--- src/rtl/etc_pkg.sv ---
// Shared types and constants for the ETC tile sequencer and its tile buffers.
// Tile and row typedefs are sized by the package default element width.
package etc_pkg;

    localparam int TILE_N = 4;
    localparam int W_DEF  = 16;
    localparam int IDX_W  = 2;

    localparam logic [1:0] OP_GEMM = 2'd0;
    localparam logic [1:0] OP_APSP = 2'd1;

    typedef enum logic [1:0] {
        ST_LOAD_A = 2'd0,
        ST_LOAD_B = 2'd1,
        ST_WAIT   = 2'd2,
        ST_DRAIN  = 2'd3
    } etc_seq_state_t;

    typedef logic [TILE_N-1:0][W_DEF-1:0] etc_row_t;
    typedef logic [TILE_N-1:0][TILE_N-1:0][W_DEF-1:0] etc_tile_t;

endpackage

--- src/rtl/etc_tile_buf.sv ---
// Four-row tile register file: row-indexed write, optional whole-tile load,
// asynchronous clear and full-tile parallel read.
module etc_tile_buf
    import etc_pkg::*;
#(
    parameter int W = W_DEF
) (
    input  logic                                 clk,
    input  logic                                 rst,
    input  logic                                 we_i,
    input  logic [IDX_W-1:0]                     widx_i,
    input  logic [TILE_N-1:0][W-1:0]             wrow_i,
    input  logic                                 load_i,
    input  logic [TILE_N-1:0][TILE_N-1:0][W-1:0] tile_i,
    output logic [TILE_N-1:0][TILE_N-1:0][W-1:0] tile_o
);

    logic [TILE_N-1:0][TILE_N-1:0][W-1:0] mem_q;
    logic [TILE_N-1:0][TILE_N-1:0][W-1:0] mem_d;

    // A whole-tile load wins over a row write; the two are never used together.
    always_comb begin
        mem_d = mem_q;
        if (load_i) begin
            mem_d = tile_i;
        end else if (we_i) begin
            mem_d[widx_i] = wrow_i;
        end
    end

    always_ff @(posedge clk or posedge rst) begin
        if (rst) begin
            mem_q <= '0;
        end else begin
            mem_q <= mem_d;
        end
    end

    assign tile_o = mem_q;

endmodule

--- src/rtl/etc_tile_sequencer.sv ---
// Row-serial loader/drainer for the 4x4 tensor core tile engine.
// Define ETC_SEQ_PERF_EN to add the tile_count / stall_count performance counters.
module etc_tile_sequencer
    import etc_pkg::*;
#(
    parameter int W   = W_DEF,
    parameter int LAT = 2
) (
    input  logic                                 clk,
    input  logic                                 rst,
    input  logic                                 in_valid,
    output logic                                 in_ready,
    input  logic [TILE_N-1:0][W-1:0]             in_row,
    input  logic [1:0]                           in_op,
    output logic                                 out_valid,
    input  logic                                 out_ready,
    output logic [TILE_N-1:0][W-1:0]             out_row,
    output logic                                 out_last,
    output logic [1:0]                           core_op,
    output logic [TILE_N-1:0][TILE_N-1:0][W-1:0] core_inA,
    output logic [TILE_N-1:0][TILE_N-1:0][W-1:0] core_inB,
    input  logic [TILE_N-1:0][TILE_N-1:0][W-1:0] core_out,
`ifdef ETC_SEQ_PERF_EN
    output logic [31:0]                          tile_count,
    output logic [31:0]                          stall_count,
`endif
    output logic                                 busy
);

    // Handshakes: a row moves on a cycle where valid & ready are both high;
    // valid never waits on ready, and a held valid keeps its data stable.
    localparam int CNT_W = (LAT > 0) ? $clog2(LAT + 1) : 1;

    etc_seq_state_t   state_q, state_d;
    logic [IDX_W-1:0] idx_q, idx_d;
    logic [CNT_W-1:0] cnt_q, cnt_d;
    logic [1:0]       op_q, op_d;

    logic in_fire, out_fire, cnt_done;
    logic a_we, b_we, res_load;
    logic [TILE_N-1:0][TILE_N-1:0][W-1:0] res_tile;

    assign in_fire  = in_valid & in_ready;
    assign out_fire = out_valid & out_ready;
    assign cnt_done = (cnt_q == CNT_W'(LAT));

    always_comb begin
        state_d   = state_q;
        idx_d     = idx_q;
        cnt_d     = cnt_q;
        op_d      = op_q;
        a_we      = 1'b0;
        b_we      = 1'b0;
        res_load  = 1'b0;
        in_ready  = 1'b0;
        out_valid = 1'b0;
        out_last  = 1'b0;
        case (state_q)
            ST_LOAD_A: begin
                in_ready = 1'b1;
                if (in_fire) begin
                    a_we  = 1'b1;
                    idx_d = idx_q + IDX_W'(1);
                    if (idx_q == '0) begin
                        op_d = in_op;
                    end
                    if (idx_q == IDX_W'(TILE_N - 1)) begin
                        state_d = ST_LOAD_B;
                    end
                end
            end
            ST_LOAD_B: begin
                in_ready = 1'b1;
                if (in_fire) begin
                    b_we  = 1'b1;
                    idx_d = idx_q + IDX_W'(1);
                    if (idx_q == IDX_W'(TILE_N - 1)) begin
                        state_d = ST_WAIT;
                        cnt_d   = '0;
                    end
                end
            end
            ST_WAIT: begin
                // Operands have been stable since the first WAIT cycle; core_out is
                // valid once LAT cycles have elapsed.
                cnt_d = cnt_q + CNT_W'(1);
                if (cnt_done) begin
                    res_load = 1'b1;
                    cnt_d    = '0;
                    state_d  = ST_DRAIN;
                end
            end
            ST_DRAIN: begin
                out_valid = 1'b1;
                out_last  = (idx_q == IDX_W'(TILE_N - 1));
                if (out_fire) begin
                    idx_d = idx_q + IDX_W'(1);
                    if (idx_q == IDX_W'(TILE_N - 1)) begin
                        state_d = ST_LOAD_A;
                    end
                end
            end
            default: begin
                state_d = ST_LOAD_A;
                idx_d   = '0;
            end
        endcase
    end

    always_ff @(posedge clk or posedge rst) begin
        if (rst) begin
            state_q <= ST_LOAD_A;
            idx_q   <= '0;
            cnt_q   <= '0;
            op_q    <= '0;
        end else begin
            state_q <= state_d;
            idx_q   <= idx_d;
            cnt_q   <= cnt_d;
            op_q    <= op_d;
        end
    end

    etc_tile_buf #(.W(W)) u_a_buf (
        .clk    (clk),
        .rst    (rst),
        .we_i   (a_we),
        .widx_i (idx_q),
        .wrow_i (in_row),
        .load_i (1'b0),
        .tile_i ('0),
        .tile_o (core_inA)
    );

    etc_tile_buf #(.W(W)) u_b_buf (
        .clk    (clk),
        .rst    (rst),
        .we_i   (b_we),
        .widx_i (idx_q),
        .wrow_i (in_row),
        .load_i (1'b0),
        .tile_i ('0),
        .tile_o (core_inB)
    );

    etc_tile_buf #(.W(W)) u_res_buf (
        .clk    (clk),
        .rst    (rst),
        .we_i   (1'b0),
        .widx_i (idx_q),
        .wrow_i ('0),
        .load_i (res_load),
        .tile_i (core_out),
        .tile_o (res_tile)
    );

    assign core_op = op_q;
    assign out_row = res_tile[idx_q];
    assign busy    = !((state_q == ST_LOAD_A) && (idx_q == '0));

`ifdef ETC_SEQ_PERF_EN
    logic [31:0] tile_cnt_q, tile_cnt_d;
    logic [31:0] stall_cnt_q, stall_cnt_d;

    always_comb begin
        tile_cnt_d  = tile_cnt_q;
        stall_cnt_d = stall_cnt_q;
        if (out_fire && out_last) begin
            tile_cnt_d = tile_cnt_q + 32'd1;
        end
        if (out_valid && !out_ready) begin
            stall_cnt_d = stall_cnt_q + 32'd1;
        end
    end

    always_ff @(posedge clk or posedge rst) begin
        if (rst) begin
            tile_cnt_q  <= '0;
            stall_cnt_q <= '0;
        end else begin
            tile_cnt_q  <= tile_cnt_d;
            stall_cnt_q <= stall_cnt_d;
        end
    end

    assign tile_count  = tile_cnt_q;
    assign stall_count = stall_cnt_q;
`endif

endmodule

--- config.mk ---
export PLATFORM = sky130hd
export DESIGN_NAME = etc_tile_sequencer
export DESIGN_NICKNAME = d
export VERILOG_FILES = /design/src/rtl/etc_pkg.sv /design/src/rtl/etc_tile_buf.sv /design/src/rtl/etc_tile_sequencer.sv
export SDC_FILE = /design/constraint.sdc
export NUM_CORES = 1
export LEC_CHECK = 0
export CAP_MARGIN = 5
export CORE_AREA = 2 2 351 353
export CTS_CLUSTER_DIAMETER = 40
export CTS_CLUSTER_SIZE = 20
export DETAILED_ROUTE_END_ITERATION = 16
export DIE_AREA = 0 0 353 355
export PLACE_DENSITY = 0.51
export SLEW_MARGIN = 20
export SYNTH_ARGS = -nofsm -noshare
export SYNTH_HDL_FRONTEND = slang
export SYNTH_SLANG_ARGS = --single-unit
--- constraint.sdc ---
create_clock -name clk -period 27.8 [get_ports clk]
set_input_delay 4.17 -clock clk [delete_from_list [all_inputs] [get_ports clk]]
set_output_delay 4.17 -clock clk [all_outputs]
set_load 0.01 [all_outputs]
==> results of run 1 <==
==> final cells by class <==
type	count	share of cell area [%]
sequential	776	41.3
multi-input combinational	877	24.7
timing repair buffer	928	19.7
clock buffer	164	7.69
tap	1625	4.32
clock inverter	81	2.24
inverter	6	0.0638
antenna	11	0.0585
==> cells in the mapped netlist (2+ instances only) <==
cell type,instances,area (sq um)
a21boi_0,2,15.0
and2_1,2,12.5
buf_12,22,440
buf_2,50,250
buf_4,8,60.1
buf_6,15,169
dfrtp_1,776,19400
ha_1,8,100
inv_1,6,22.5
mux2_1,5,56.3
mux2_2,488,5500
mux2_4,280,4200
mux4_2,64,1440
nand3_1,2,10.0
nand3_2,2,20.0
nand3_4,6,105
o31ai_1,2,15.0
==> power breakdown <==
group          internal, uW  switching, uW
sequential             1710            344
combinational          1600            996
clock                  1080            612
total                  4390           1950
==> kinds of logic after synthesis <==
kind of cell	count (synthesis)	share of synthesized area (%)
and+or+nand+nor	20	0.650
DFF	776	60.8
adders and majority gates	8	0.313
muxes	837	35.0
buffers and inverters	101	2.95
AOI/OAI and AO/OA	11	0.270
xor gates and xnor gates	1	0.0274
==> cell usage in the layout (no fill, tap or decap), types with 2 or more instances in the layout <==
cell type	netlist	routed
a21boi_0	2	2
and2_1	2	2
buf_12	22	2
buf_4	8	18
bufinv_16	0	15
clkbuf_1	0	17
clkbuf_16	0	136
clkbuf_8	0	11
clkdlybuf4s50_1	0	907
clkinv_16	0	3
clkinv_2	0	19
clkinv_4	0	12
clkinv_8	0	2
clkinvlp_4	0	13
dfrtp_1	776	774
dfrtp_4	0	2
diode_2	0	11
ha_1	8	8
inv_1	6	5
inv_16	0	3
inv_6	0	13
inv_8	0	2
mux2_1	5	5
mux2_2	488	488
mux2_4	280	280
mux4_2	64	64
nand3_1	2	2
nand3_4	6	8
o31ai_1	2	2
==> layer usage <==
metal  track usage [%]  wire [um]  up-vias
li1                  -          -     8380
met1              20.4      43900    10276
met2              27.8      52100      738
met3              6.98       9580      177
met4              6.26       3280       18
met5                 0        120        -
==> worst paths after layout <==
path	end	slack (ns)
max in group asynchronous	u_a_buf.tile_o[238]	20.61
worst max register to register	u_res_buf.tile_o[245]	23.82
worst min-delay path	u_a_buf.tile_o[253]	0.49
min in group asynchronous	u_res_buf.tile_o[112]	3.99
worst max-delay path	out_row[41]	20.04
worst min register to register	u_a_buf.tile_o[253]	0.49
==> flip-flops by register name, indices dropped and copies added, names as in the netlist <==
| register | count |
|---|---|
| u_res_buf.tile_o | 256 |
| core_op | 2 |
| state_q | 2 |
| idx_q | 2 |
| u_a_buf.tile_o | 256 |
| cnt_q | 2 |
| u_b_buf.tile_o | 256 |
==> metrics by stage <==
step | setup WS [ns] | total power (uW) | hold WS, ns | instance area, sq um
CTS | 19.89 | 6430 | 0.492 | 47000
floorplan | 1.85 | 3270 | 0.474 | 32000
finish | 20.04 | 6340 | 0.489 | 47100
global placement | 19.87 | 4640 | 0.479 | 42400
detailed placement | 19.73 | 4690 | 0.481 | 42400
global route | 19.82 | 6640 | 0.499 | 47100
==> key figures, run 1 <==
Clock network
  – Hold Buf Count CTS: 0
  – Cell chosen for the clock root: clkbuf_16
  – TritonCTS Buffers: approximately 130
  – Post-cts resize count: 0
  – Post-CTS setup buffers: 0
  – Clock sinks: 776
  – Worst-path clk slew: 0.05 ns
  – CTS max path bufs: 3
  – H-tree levels: 4
  – TritonCTS clock tree: done
  – Latest clock arrival within the worst-skew pair: 0.72 ns

Power
  – PD cells: 135 nW/um^2
  – Leak: around 0.021 uW
  – Max VDD drop: between 0.06 and 0.07 mV

Critical path
  – Crit. End Element: output pin
  – CP top delay family: buffers and inverters
  – Reg2reg path depth: 6
  – Req. time, crit path: approximately 24 ns
  – Crit path buffers/inverters: 2
  – Critical Path AT: about 3.6 ns
  – Crit-path cells: buf_4, mux4_2, clkdlybuf4s50_1
  – Reg2reg start: state_q[0]
  – Critical path depth in cells: 3
  – Worst setup path startpoint: idx_q[0]
  – Slowest stage delay, CP: 0.82 ns
  – CP max FO: 37
  – Setup CP Type: reg -> out
  – Crit start category: register
  – Slowest CP cell: dfrtp_4

Detailed routing
  – Antenna Violating Nets Remaining: 0
  – Routed WL: 109000 um
  – Drt pass-1 iters: 4
  – DRC violations left: 0
  – Via-to-Cell Ratio: 4.38
  – Total number of vias: 19.6k
  – 1st-iter DRT viols: 851
  – WL/cell: 24.4 um

GRT
  – Initial antenna violation count: 23
  – Number of global-route vias before repair: roughly 22k
  – GRT Total Usage: 17.1%
  – GRT overflow: 0
  – Largest net degree at the start of global routing: approximately 170
  – First-pass GRT wire length: roughly 160000 um

Yosys
  – Mapped cell area: ~32000 sq um
  – Number of flops mapped to enable cells by yosys: 0
  – Ys async rst share: 100%
  – Sequential area share after synthesis: 60.8%
  – Synth warnings: 0
  – Main synth FF type: dfrtp_1
  – Post-synth cell types: 33
  – Yosys reg bits: 776
  – Cells after Synth: 1754
  – Avg Inst Size Synth: approximately 18 sq um
  – Syn nets: ~2.1k

Placement
  – Placed insts: 4212
  – IO Port Bufs: between 900 and 1k
  – GP Congestion: 0.815
  – Final HPWL DP: 78400 um

Floorplanning
  – Row cnt: 128
  – Ports: a little over 900
  – Die width: 353 um
  – Chip height: approximately 360 um
  – CORE AREA: roughly 120000 sq um
  – Initial Utilization: 26.3%
  – Die area: 125000 sq um

STA
  – Tcrit/Tclk final: 27.9%
  – Setup repair after global routing missed its margin: false
  – Final setup skew: 0.0394 ns
  – Slew HR: 25.3%
  – Pins over their slew limit: 0
  – Worst-Margin Slew: 1.12 ns
  – Highest clock rate: ~0.13 GHz
  – Fin. Hold Viols: 0
  – Number of endpoints failing setup at the final stage: 0
  – Final Critical Period: roughly 7.8 ns
  – TNS Setup: 0 ns

Finish
  – Final Util: 38.8%
  – Area delta synth->final: 47.3%
  – Filler cells: between 10k and 15k
  – Fraction of layout cells with a size suffix above 1: between 30 and 40%
  – Non-Filler Instances: 4468
  – Multi-input gate area: 11600 sq um
  – Nets: 3057
  – Sequential standard cell area: 19400 sq um

Worst hold path
  – Hold Startpoint: u_a_buf.tile_o[253]
  – WHS Path Cells: 1
  – Hold WC Path Type: reg -> reg

Outcome
  – Run status: completed

Run
  – Max Cap Viol: 0
No activity file was read; power rests on OpenSTA's default activity.
==> inputs of run 2 (changes only) <==
==> constraint.sdc (replaced) <==
create_clock -name clk -period 7.4 [get_ports clk]
set_input_delay 1.11 -clock clk [delete_from_list [all_inputs] [get_ports clk]]
set_output_delay 1.11 -clock clk [all_outputs]
set_load 0.01 [all_outputs]
==> run 2 against run 1 <==
Net effect: core utilization increased by 0.14 points; count of clock-buffer cells in the layout down 1; power rose to 3.8 times the previous value; clock power rose to 3.8 times the previous value; first-iteration DRC count shrank 7.6%; largest power group unchanged; sequential power rose to 3.8 times the previous value; clock skew up 0.0035 ns; hold slack barely moved; cell count up 0.16%.
==> key figures, run 2 (same netlist as run 1, synthesis figures left out) <==
Critical path
  – Req. time, crit path: 6.29 ns (was 23.63 ns)
  – Slowest CP cell: dfrtp_4 (unchanged)
  – Crit start category: register (unchanged)
  – Setup CP Type: reg -> out (unchanged)
  – Slowest stage delay, CP: 0.84 ns (was 0.82 ns)
  – CP max FO: 39 (was 37)
  – Reg2reg start: state_q[0] (unchanged)
  – Critical Path AT: 3.55 ns (was 3.59 ns)
  – Reg2reg path depth: 5 (was 6)
  – Reg-to-Reg End: u_res_buf.tile_o[254] (was u_res_buf.tile_o[245])
  – Critical path depth in cells: 3 (unchanged)
  – Crit. End Element: output pin (unchanged)
  – Reg2reg setup slack: 4.24 ns (was 23.82 ns)
  – Crit-path cells: buf_4, mux4_2, clkdlybuf4s50_1 (unchanged)
  – CP top delay family: buffers and inverters (unchanged)
  – Crit path buffers/inverters: 2 (unchanged)

Floorplanning
  – Initial Utilization: 26.3% (unchanged)
  – Row cnt: 128 (unchanged)
  – Die width: 353 um (unchanged)
  – Die area: 125000 sq um (unchanged)
  – CORE AREA: 121000 sq um (unchanged)
  – Ports: 908 (unchanged)
  – Chip height: 355 um (unchanged)

Run
  – Max Cap Viol: 0 (unchanged)

Finish
  – Sequential standard cell area: 19400 sq um (unchanged)
  – Fraction of layout cells with a size suffix above 1: 38.8% (was 38.6%)
  – Commonest cells after routing, fill and taps aside: clkdlybuf4s50_1 (907), dfrtp_1 (774), mux2_2 (488), mux2_4 (280), clkbuf_16 (138) (was clkdlybuf4s50_1 (907), dfrtp_1 (774), mux2_2 (488), mux2_4 (280), clkbuf_16 (136))
  – Multi-input gate area: 11600 sq um (unchanged)
  – Design area: 47200 sq um (was 47100 sq um)
  – Filler cells: 11.3k (was 11.4k)
  – Commonest non-fill, non-tap cell in the layout: clkdlybuf4s50_1 (unchanged)
  – Area delta synth->final: 47.8% (was 47.3%)
  – Non-Filler Instances: 4475 (was 4468)
  – Nets: 3062 (was 3057)

Placement
  – Placed insts: 4217 (was 4212)
  – GP Congestion: 0.824 (was 0.815)
  – Pre-CTS setup slack: 3.27 ns (was 19.73 ns)
  – Area after DPL: 42500 sq um (was 42400 sq um)
  – IO Port Bufs: 907 (unchanged)
  – Final HPWL DP: 79200 um (was 78400 um)

STA
  – Final setup skew: 0.0430 ns (was 0.0394 ns)
  – Final Critical Period: 4.66 ns
  – Post-route setup slack: 2.74 ns (was 20.04 ns)
  – Pins over their slew limit: 0 (unchanged)
  – Fin. Hold Viols: 0 (unchanged)
  – Highest clock rate: 0.215 GHz
  – Hold slack: 0.489 ns (about the same)
  – Setup repair after global routing missed its margin: false (unchanged)
  – Tcrit/Tclk final: 63.0%
  – Slew HR: 23.4% (was 25.3%)
  – Worst-Margin Slew: 1.15 ns (was 1.12 ns)
  – Number of endpoints failing setup at the final stage: 0 (unchanged)

Clock network
  – CTS max path bufs: 3 (unchanged)
  – Latest clock arrival within the worst-skew pair: 0.73 ns (was 0.72 ns)
  – Post-cts resize count: 0 (unchanged)
  – Cell chosen for the clock root: clkbuf_16 (unchanged)
  – Worst-path clk slew: 0.05 ns (about the same)
  – TritonCTS clock tree: done (unchanged)
  – H-tree levels: 4 (unchanged)
  – Post-CTS setup buffers: 0 (unchanged)
  – TritonCTS Buffers: 134 (unchanged)
  – Clock sinks: 776 (unchanged)
  – Hold Buf Count CTS: 0 (unchanged)

Detailed routing
  – Total number of vias: 19.5k (was 19.6k)
  – Routed WL: 109000 um (about the same)
  – Antenna Violating Nets Remaining: 0 (unchanged)
  – DRC violations left: 0 (unchanged)
  – 1st-iter DRT viols: 786 (was 851)
  – Drt pass-1 iters: 4 (unchanged)
  – WL/cell: 24.5 um (was 24.4 um)
  – Via-to-Cell Ratio: 4.35 (was 4.38)

Power
  – Max VDD drop: 0.212 mV (was 0.0652 mV)
  – PD cells: 507 nW/um^2 (was 135 nW/um^2)
  – Leak: 0.0209 uW (was 0.0208 uW)
  – Final Power: 23900 uW (was 6340 uW)

Worst hold path
  – Hold Startpoint: u_a_buf.tile_o[253] (unchanged)
  – Hold EP: u_a_buf.tile_o[253] (unchanged)
  – WHS Path Cells: 1 (unchanged)
  – Hold WC Path Type: reg -> reg (unchanged)

GRT
  – Largest net degree at the start of global routing: 155 (was 171)
  – First-pass GRT wire length: 158000 um (about the same)
  – Number of global-route vias before repair: 21.7k (was 21.5k)
  – GRT Total Usage: 17.2% (was 17.1%)
  – GRT overflow: 0 (unchanged)
  – Initial antenna violation count: 27 (was 23)

Outcome
  – Run status: completed (unchanged)
[run 2: cell count changes in the layout (fill, tap and decap cells not counted), moves of 2 or more]
| cell | change |
|---|---|
| diode_2 | +4 |
| clkbuf_16 | +2 |
| clkinv_4 | -5 |
| buf_12 | +3 |
| bufinv_16 | +2 |
| clkbuf_1 | -4 |
| clkinv_2 | +3 |
| buf_4 | +2 |
[run 2: cell type report]
cell class | count | area share [%]
Sequential cell | 776 | 41.1
Multi-Input combinational cell | 877 | 24.6
Timing Repair Buffer | 933 | 19.8
Clock buffer | 163 | 7.76
Tap cell | 1625 | 4.30
Clock inverter | 80 | 2.28
Antenna cell | 15 | 0.0795
Inverter | 6 | 0.0556
[run 2: routing by layer]
metal / part of all wire [%] / GRT usage [%] / up-vias
met5: 0.092 / 0 / -
met1: 39 / 19.7 / 10088
li1: - / - / 8400
met3: 9.3 / 7.29 / 196
met4: 3.9 / 7.44 / 14
met2: 48 / 28.2 / 773
[run 2: power breakdown]
group / internal, uW / switching, uW
clock network: 4170 / 2280
logic: 6030 / 3710
registers: 6410 / 1340
total: 16600 / 7330
[run 2: worst reg2reg max path, stage by stage, from the launching register on]
cell and delay (ns):
dfrtp_1 0.44, inv_1 0.12, ha_1 0.31, nand3b_4 0.78, buf_4 0.96, mux2_2 0.47
[run 2: how the worst max path moves through the flow]
stage                         from             endpoint  slack [ns]
after floorplan                rst             cnt_q[0]       -4.36
after global placement    in_valid  u_a_buf.tile_o[105]        3.34
after detailed placement  in_valid   u_a_buf.tile_o[90]        3.27
after CTS                 idx_q[0]          out_row[13]        2.56
after global routing      idx_q[0]          out_row[41]        2.47
final                     idx_q[0]          out_row[41]        2.74
[run 2: through the flow]
stage               TNS (ns)  util (%)
floorplan           -3379.50         -
global placement           0      35.0
detailed placement         0      35.0
CTS                        0      38.9
global route               0      38.9
finish                     0      38.9
